## config.mk

```make
export PLATFORM = sky130hd
export DESIGN_NAME = hazard_stall_ctrl
export DESIGN_NICKNAME = d
export VERILOG_FILES = /design/src/rtl/hazard_stall_ctrl.sv
export SDC_FILE = /design/constraint.sdc
export NUM_CORES = 1
export LEC_CHECK = 0
export ABC_CLOCK_PERIOD_IN_PS = 2300
export BUFFER_PORTS_ARGS = -buffer_cell sky130_fd_sc_hd__buf_2
export CORE_MARGIN = 2
export CORE_UTILIZATION = 35
export CTS_CLUSTER_DIAMETER = 40
export CTS_CLUSTER_SIZE = 12
export DETAILED_ROUTE_END_ITERATION = 10
export HOLD_SLACK_MARGIN = 0.02
export PLACE_DENSITY_LB_ADDON = 0.3
export SLEW_MARGIN = 40
export SYNTH_ARGS = -nofsm -noshare
export SYNTH_HDL_FRONTEND = slang
export SYNTH_SLANG_ARGS = --single-unit
export TNS_END_PERCENT = 30
```

## constraint.sdc

```tcl
create_clock -name CLK -period 2.3 [get_ports CLK]
set_clock_uncertainty 0.2 [all_clocks]
set_input_delay 0.115 -clock CLK [delete_from_list [all_inputs] [get_ports CLK]]
set_output_delay 0.115 -clock CLK [all_outputs]
set_load 0.05 [all_outputs]
```

## src/rtl/hazard_stall_ctrl.sv

```systemverilog
// Hazard detection and stall/flush controller for the 5-stage OTTER pipeline.
// Define HAZARD_PERF_EN to build the stall/flush performance counters.
module hazard_stall_ctrl #(
   parameter int FLUSH_CYCLES = 2,
   parameter int CNT_W        = 32
) (
   input  logic             CLK,
   input  logic             RST_N,
   input  logic [4:0]       ID_RS1,
   input  logic [4:0]       ID_RS2,
   input  logic             ID_RS1_USED,
   input  logic             ID_RS2_USED,
   input  logic [4:0]       EX_RD,
   input  logic             EX_MEM_READ,
   input  logic             BR_TAKEN,
   input  logic             MEM_BUSY,
   output logic             PC_STALL,
   output logic             IF_ID_STALL,
   output logic             ID_EX_BUBBLE,
   output logic             IF_ID_FLUSH,
   output logic             EX_MEM_STALL,
   output logic             LD_HAZ,
   output logic [CNT_W-1:0] STALL_CNT,
   output logic [CNT_W-1:0] FLUSH_CNT
);

   typedef enum logic [2:0] {
      ST_RUN,
      ST_LD_STALL,
      ST_LD_FWD,
      ST_FLUSH,
      ST_MEM_WAIT
   } state_e;

   localparam logic [3:0] FLUSH_LOAD = 4'(FLUSH_CYCLES - 1);

   state_e     state_q, state_d;
   state_e     saved_q, saved_d;
   logic [3:0] flush_cnt_q, flush_cnt_d;

   logic ld_use;
   logic pc_stall_c, if_id_stall_c, id_ex_bubble_c, if_id_flush_c, ex_mem_stall_c, ld_haz_c;

   // A load into x0 never produces a value worth waiting for.
   assign ld_use = EX_MEM_READ && (EX_RD != 5'd0) &&
                   ((ID_RS1_USED && (ID_RS1 == EX_RD)) ||
                    (ID_RS2_USED && (ID_RS2 == EX_RD)));

   always_comb begin
      // NOTE: every signal gets a default first so no path can infer a latch.
      state_d        = state_q;
      saved_d        = saved_q;
      flush_cnt_d    = flush_cnt_q;
      pc_stall_c     = 1'b0;
      if_id_stall_c  = 1'b0;
      id_ex_bubble_c = 1'b0;
      if_id_flush_c  = 1'b0;
      ex_mem_stall_c = 1'b0;
      ld_haz_c       = 1'b0;

      if (MEM_BUSY) begin
         pc_stall_c     = 1'b1;
         if_id_stall_c  = 1'b1;
         ex_mem_stall_c = 1'b1;
         state_d        = ST_MEM_WAIT;
         if (state_q != ST_MEM_WAIT) saved_d = state_q;
      end else begin
         case (state_q)
            ST_RUN, ST_LD_FWD: begin
               ld_haz_c = (state_q == ST_LD_FWD);
               // A taken branch makes the ID instruction wrong-path, so it masks ld_use.
               if (BR_TAKEN) begin
                  if_id_flush_c  = 1'b1;
                  id_ex_bubble_c = 1'b1;
                  flush_cnt_d    = FLUSH_LOAD;
                  state_d        = (FLUSH_CYCLES == 1) ? ST_RUN : ST_FLUSH;
               end else if (ld_use) begin
                  pc_stall_c     = 1'b1;
                  if_id_stall_c  = 1'b1;
                  id_ex_bubble_c = 1'b1;
                  state_d        = ST_LD_STALL;
               end else begin
                  state_d = ST_RUN;
               end
            end
            ST_LD_STALL: state_d = ST_LD_FWD;
            ST_FLUSH: begin
               if_id_flush_c = 1'b1;
               if (flush_cnt_q <= 4'd1) begin
                  flush_cnt_d = 4'd0;
                  state_d     = ST_RUN;
               end else begin
                  flush_cnt_d = flush_cnt_q - 4'd1;
               end
            end
            ST_MEM_WAIT: state_d = saved_q;
            default:     state_d = ST_RUN;
         endcase
      end
   end

   // Outputs are forced low while reset is asserted, independent of the inputs.
   assign PC_STALL     = RST_N & pc_stall_c;
   assign IF_ID_STALL  = RST_N & if_id_stall_c;
   assign ID_EX_BUBBLE = RST_N & id_ex_bubble_c;
   assign IF_ID_FLUSH  = RST_N & if_id_flush_c;
   assign EX_MEM_STALL = RST_N & ex_mem_stall_c;
   assign LD_HAZ       = RST_N & ld_haz_c;

   always_ff @(posedge CLK or negedge RST_N) begin
      if (!RST_N) begin
         state_q     <= ST_RUN;
         saved_q     <= ST_RUN;
         flush_cnt_q <= 4'd0;
      end else begin
         // NOTE: sequential state uses non-blocking assignment so all flops sample together.
         state_q     <= state_d;
         saved_q     <= saved_d;
         flush_cnt_q <= flush_cnt_d;
      end
   end

`ifdef HAZARD_PERF_EN
   logic             br_accept;
   logic [CNT_W-1:0] stall_cnt_q, stall_cnt_d;
   logic [CNT_W-1:0] flush_evt_q, flush_evt_d;

   assign br_accept = !MEM_BUSY && BR_TAKEN &&
                      ((state_q == ST_RUN) || (state_q == ST_LD_FWD));

   always_comb begin
      stall_cnt_d = stall_cnt_q + (pc_stall_c ? CNT_W'(1) : CNT_W'(0));
      flush_evt_d = flush_evt_q + (br_accept  ? CNT_W'(1) : CNT_W'(0));
   end

   always_ff @(posedge CLK or negedge RST_N) begin
      if (!RST_N) begin
         stall_cnt_q <= '0;
         flush_evt_q <= '0;
      end else begin
         stall_cnt_q <= stall_cnt_d;
         flush_evt_q <= flush_evt_d;
      end
   end

   assign STALL_CNT = stall_cnt_q;
   assign FLUSH_CNT = flush_evt_q;
`else
   assign STALL_CNT = '0;
   assign FLUSH_CNT = '0;
`endif

endmodule

```

==> out/metrics.csv <==
stage;metric;value;unit
status;status;complete, no violations;
yosys;synth-seq-cells;10;
worst_hold_path;worstHoldPathType;primary input to async pin;
layout;insertedDiodeCount;0;
yosys;synth_area_leaders;buf_4, dfrtp_1, xnor2_1;
power_and_ir_drop;p_leak;0.647;nW
die;die_w;63.4;um
grt;grt_pass1_wl;2.86;mm
yosys;syn_area_per_cell;8.12;sq um
detailed_routing;postRouteAntennaNets;0;
timing;maxSlewViolCount;0;
grt;overflow;0;
placement;numPortBuffers;27;
flow_run;maxCapViolations;0;
yosys;yosysUniqueCellTypes;35;
grt;antenna_found_initial;0;
die;pin_count;92;
yosys;yosysSeqAreaShare;20.3;%
yosys;postSynthCellCount;152;
placement;hpwl;1.51;mm
layout;utilization;37.2;%
grt;grtUsageMet3;4.82;%
timing;setup_viol;0;
grt;top_usage_layer;met2;
placement;gp_congestion;0.773;
clocking;post-cts-setup-buffers;0;
clocking;cts-root-buf;clkbuf_4;
critical_path;arrival;2.19;ns
yosys;synth-async-reset-ratio;100;%
timing;holdWs;0.0446;ns
yosys;synth-main-ff-cell;dfrtp_1;
yosys;synth_common_cells;buf_4, dfrtp_1, xnor2_1;
detailed_routing;drt-total-wl;1.82;mm
power_and_ir_drop;powerDensity;642;nW/um^2
grt;globalRouteMet1Util;9.93;%
clocking;clk_latency;0.27;ns
die;core;3360;sq um
timing;final.period_utilization;94.9;%
critical_path;start_kind;flip-flop;
layout;instances_no_fill;228;
yosys;yosysMostFrequentCell;buf_4;
detailed_routing;drtIter0Drc;15;
grt;met2_usage;15.0;%
yosys;ys.warnings.count;0;
yosys;yosys.area.top_type_share;39.6;%
timing;hold_viol_final;0;
clocking;cts_buffers;3;
detailed_routing;drtPass1Iterations;4;
die;die_y;63.4;um
layout;nets;207;
grt;grt_pass1_vias;694;
grt;grt_usage;8.89;%
critical_path;critPathRequiredTime;2.31;ns
critical_path;end_kind;flip-flop;
die;die_area;4020;sq um
clocking;numClockSinks;10;
die;start_util;36.7;%
yosys;yosysTopAreaCell;buf_4;
timing;rsz0062_at_grt;false;
grt;grt_max_degree;14;
clocking;htreeDepth;1;
yosys;synth-edff-count;0;
clocking;clk_pin_slew_worst_paths;0.08;ns
layout;area_growth;1.52;%
placement;dpl.cell_count;220;
timing;finalCriticalPeriod;2.18;ns
detailed_routing;wl_per_cell;7.98;um
detailed_routing;drc;0;
critical_path;path_class;flip-flop to flip-flop;
timing;fmax;458;MHz
power_and_ir_drop;ir_drop;0.224;mV
critical_path;critPathMaxFanout;4;
die;rows;21;
yosys;synth_area;1230;sq um
power_and_ir_drop;p_total;0.803;mW
detailed_routing;routed-via-count;875;
detailed_routing;via_per_inst;3.84;
clocking;clock_path_buffers;2;
layout;drive_above_1_share;20.9;%
clocking;cts_tree;done;
## sequential cells by signal, indices dropped and copies added, names as in the netlist
signal,count
saved_q,3
state_q,3
flush_cnt_q,4
## cells by family (layout without fill, tap and decap cells)
logic type	Yosys count	after routing	synth area share, %
xor gates and xnor gates	10	10	7.10
AOI/OAI and AO/OA	26	26	15.2
adders and majority gates	2	2	2.03
and+or+nand+nor	30	30	12.9
buffers and inverters	73	40	42.2
DFF	10	10	20.3
other	1	64	0.304
## worst paths after layout
check,from,to,slack [ns],depth (start not counted)
worst max-delay path,flush_cnt_q[0],state_q[0],0.12,8
worst min-delay path,RST_N,saved_q[2],0.04,2
worst max register to register,flush_cnt_q[0],state_q[0],0.12,8
worst min register to register,saved_q[1],saved_q[1],0.30,1
max in group asynchronous,RST_N,flush_cnt_q[0],1.63,2
min in group CLK,BR_TAKEN,state_q[1],0.21,5
## repair_timing
| action | 4_1_cts | 5_1_grt |
|---|---|---|
| endpoints found under the hold margin | 14 | 0 |
| hold buffers | 4 | 0 |
| endpoints found under the setup margin | 0 | 1 |
| resized for setup | 0 | 1 |
## area by class of cell
type	instances	area (sq um)
Clock buffer	4	36.3
Fill cell	382	2110
Inverter	5	18.8
Multi-Input combinational cell	132	714
Sequential cell	10	250
Tap cell	46	57.6
Timing Repair Buffer	31	175
## placed cells by master, fill, tap and decap left out, drive strengths merged
cell	count
a31o	1
and3	1
dfrtp	10
nor3	2
nand2	7
a211oi	1
or4	1
and2	1
nand2b	3
nand3	2
ha	2
o21bai	1
dlygate4sd3	4
nand4	2
o31ai	2
nor4b	1
a41oi	1
inv	5
nand3b	1
a22o	2
xnor2	10
o2bb2a	1
nor2	8
buf	27
and3b	1
o22ai	1
a211o	1
o2111ai	1
clkbuf	4
conb	64
o21ai	9
a21oi	5
## power by group
| part | internal [mW] | leakage (nW) | switching, mW |
|---|---|---|---|
| logic | 0.0824 | 0.498 | 0.316 |
| clock network | 0.0961 | 0.0210 | 0.0659 |
| registers | 0.206 | 0.128 | 0.0365 |
| total | 0.385 | 0.647 | 0.419 |
## stage by stage
| stage | setup slack [ns] | area [sq um] | TNS (ns) |
|---|---|---|---|
| global placement | 0.548 | 1170 | 0 |
| finish | 0.118 | 1250 | 0 |
| global route | 0.0158 | 1250 | 0 |
| detailed placement | 0.494 | 1170 | 0 |
| CTS | 0.0796 | 1240 | 0 |
| floorplan | -0.00601 | 1480 | -0.00601 |
## routing by layer
metal / vias up / wire length, um
li1: 438 / -
met1: 388 / 748
met2: 49 / 849
met3: 0 / 221
met4: 0 / 0
met5: - / 0
## critical path: stages (launching register included)
cell and delay (ns):
dfrtp_1 0.39, inv_1 0.07, ha_1 0.22, nor2_1 0.24, nor3_1 0.12, nand3_1 0.10, nand3b_1 0.09, a41oi_2 0.14
dlygate4sd3_1 0.56
(Power assumes the default switching activity.)
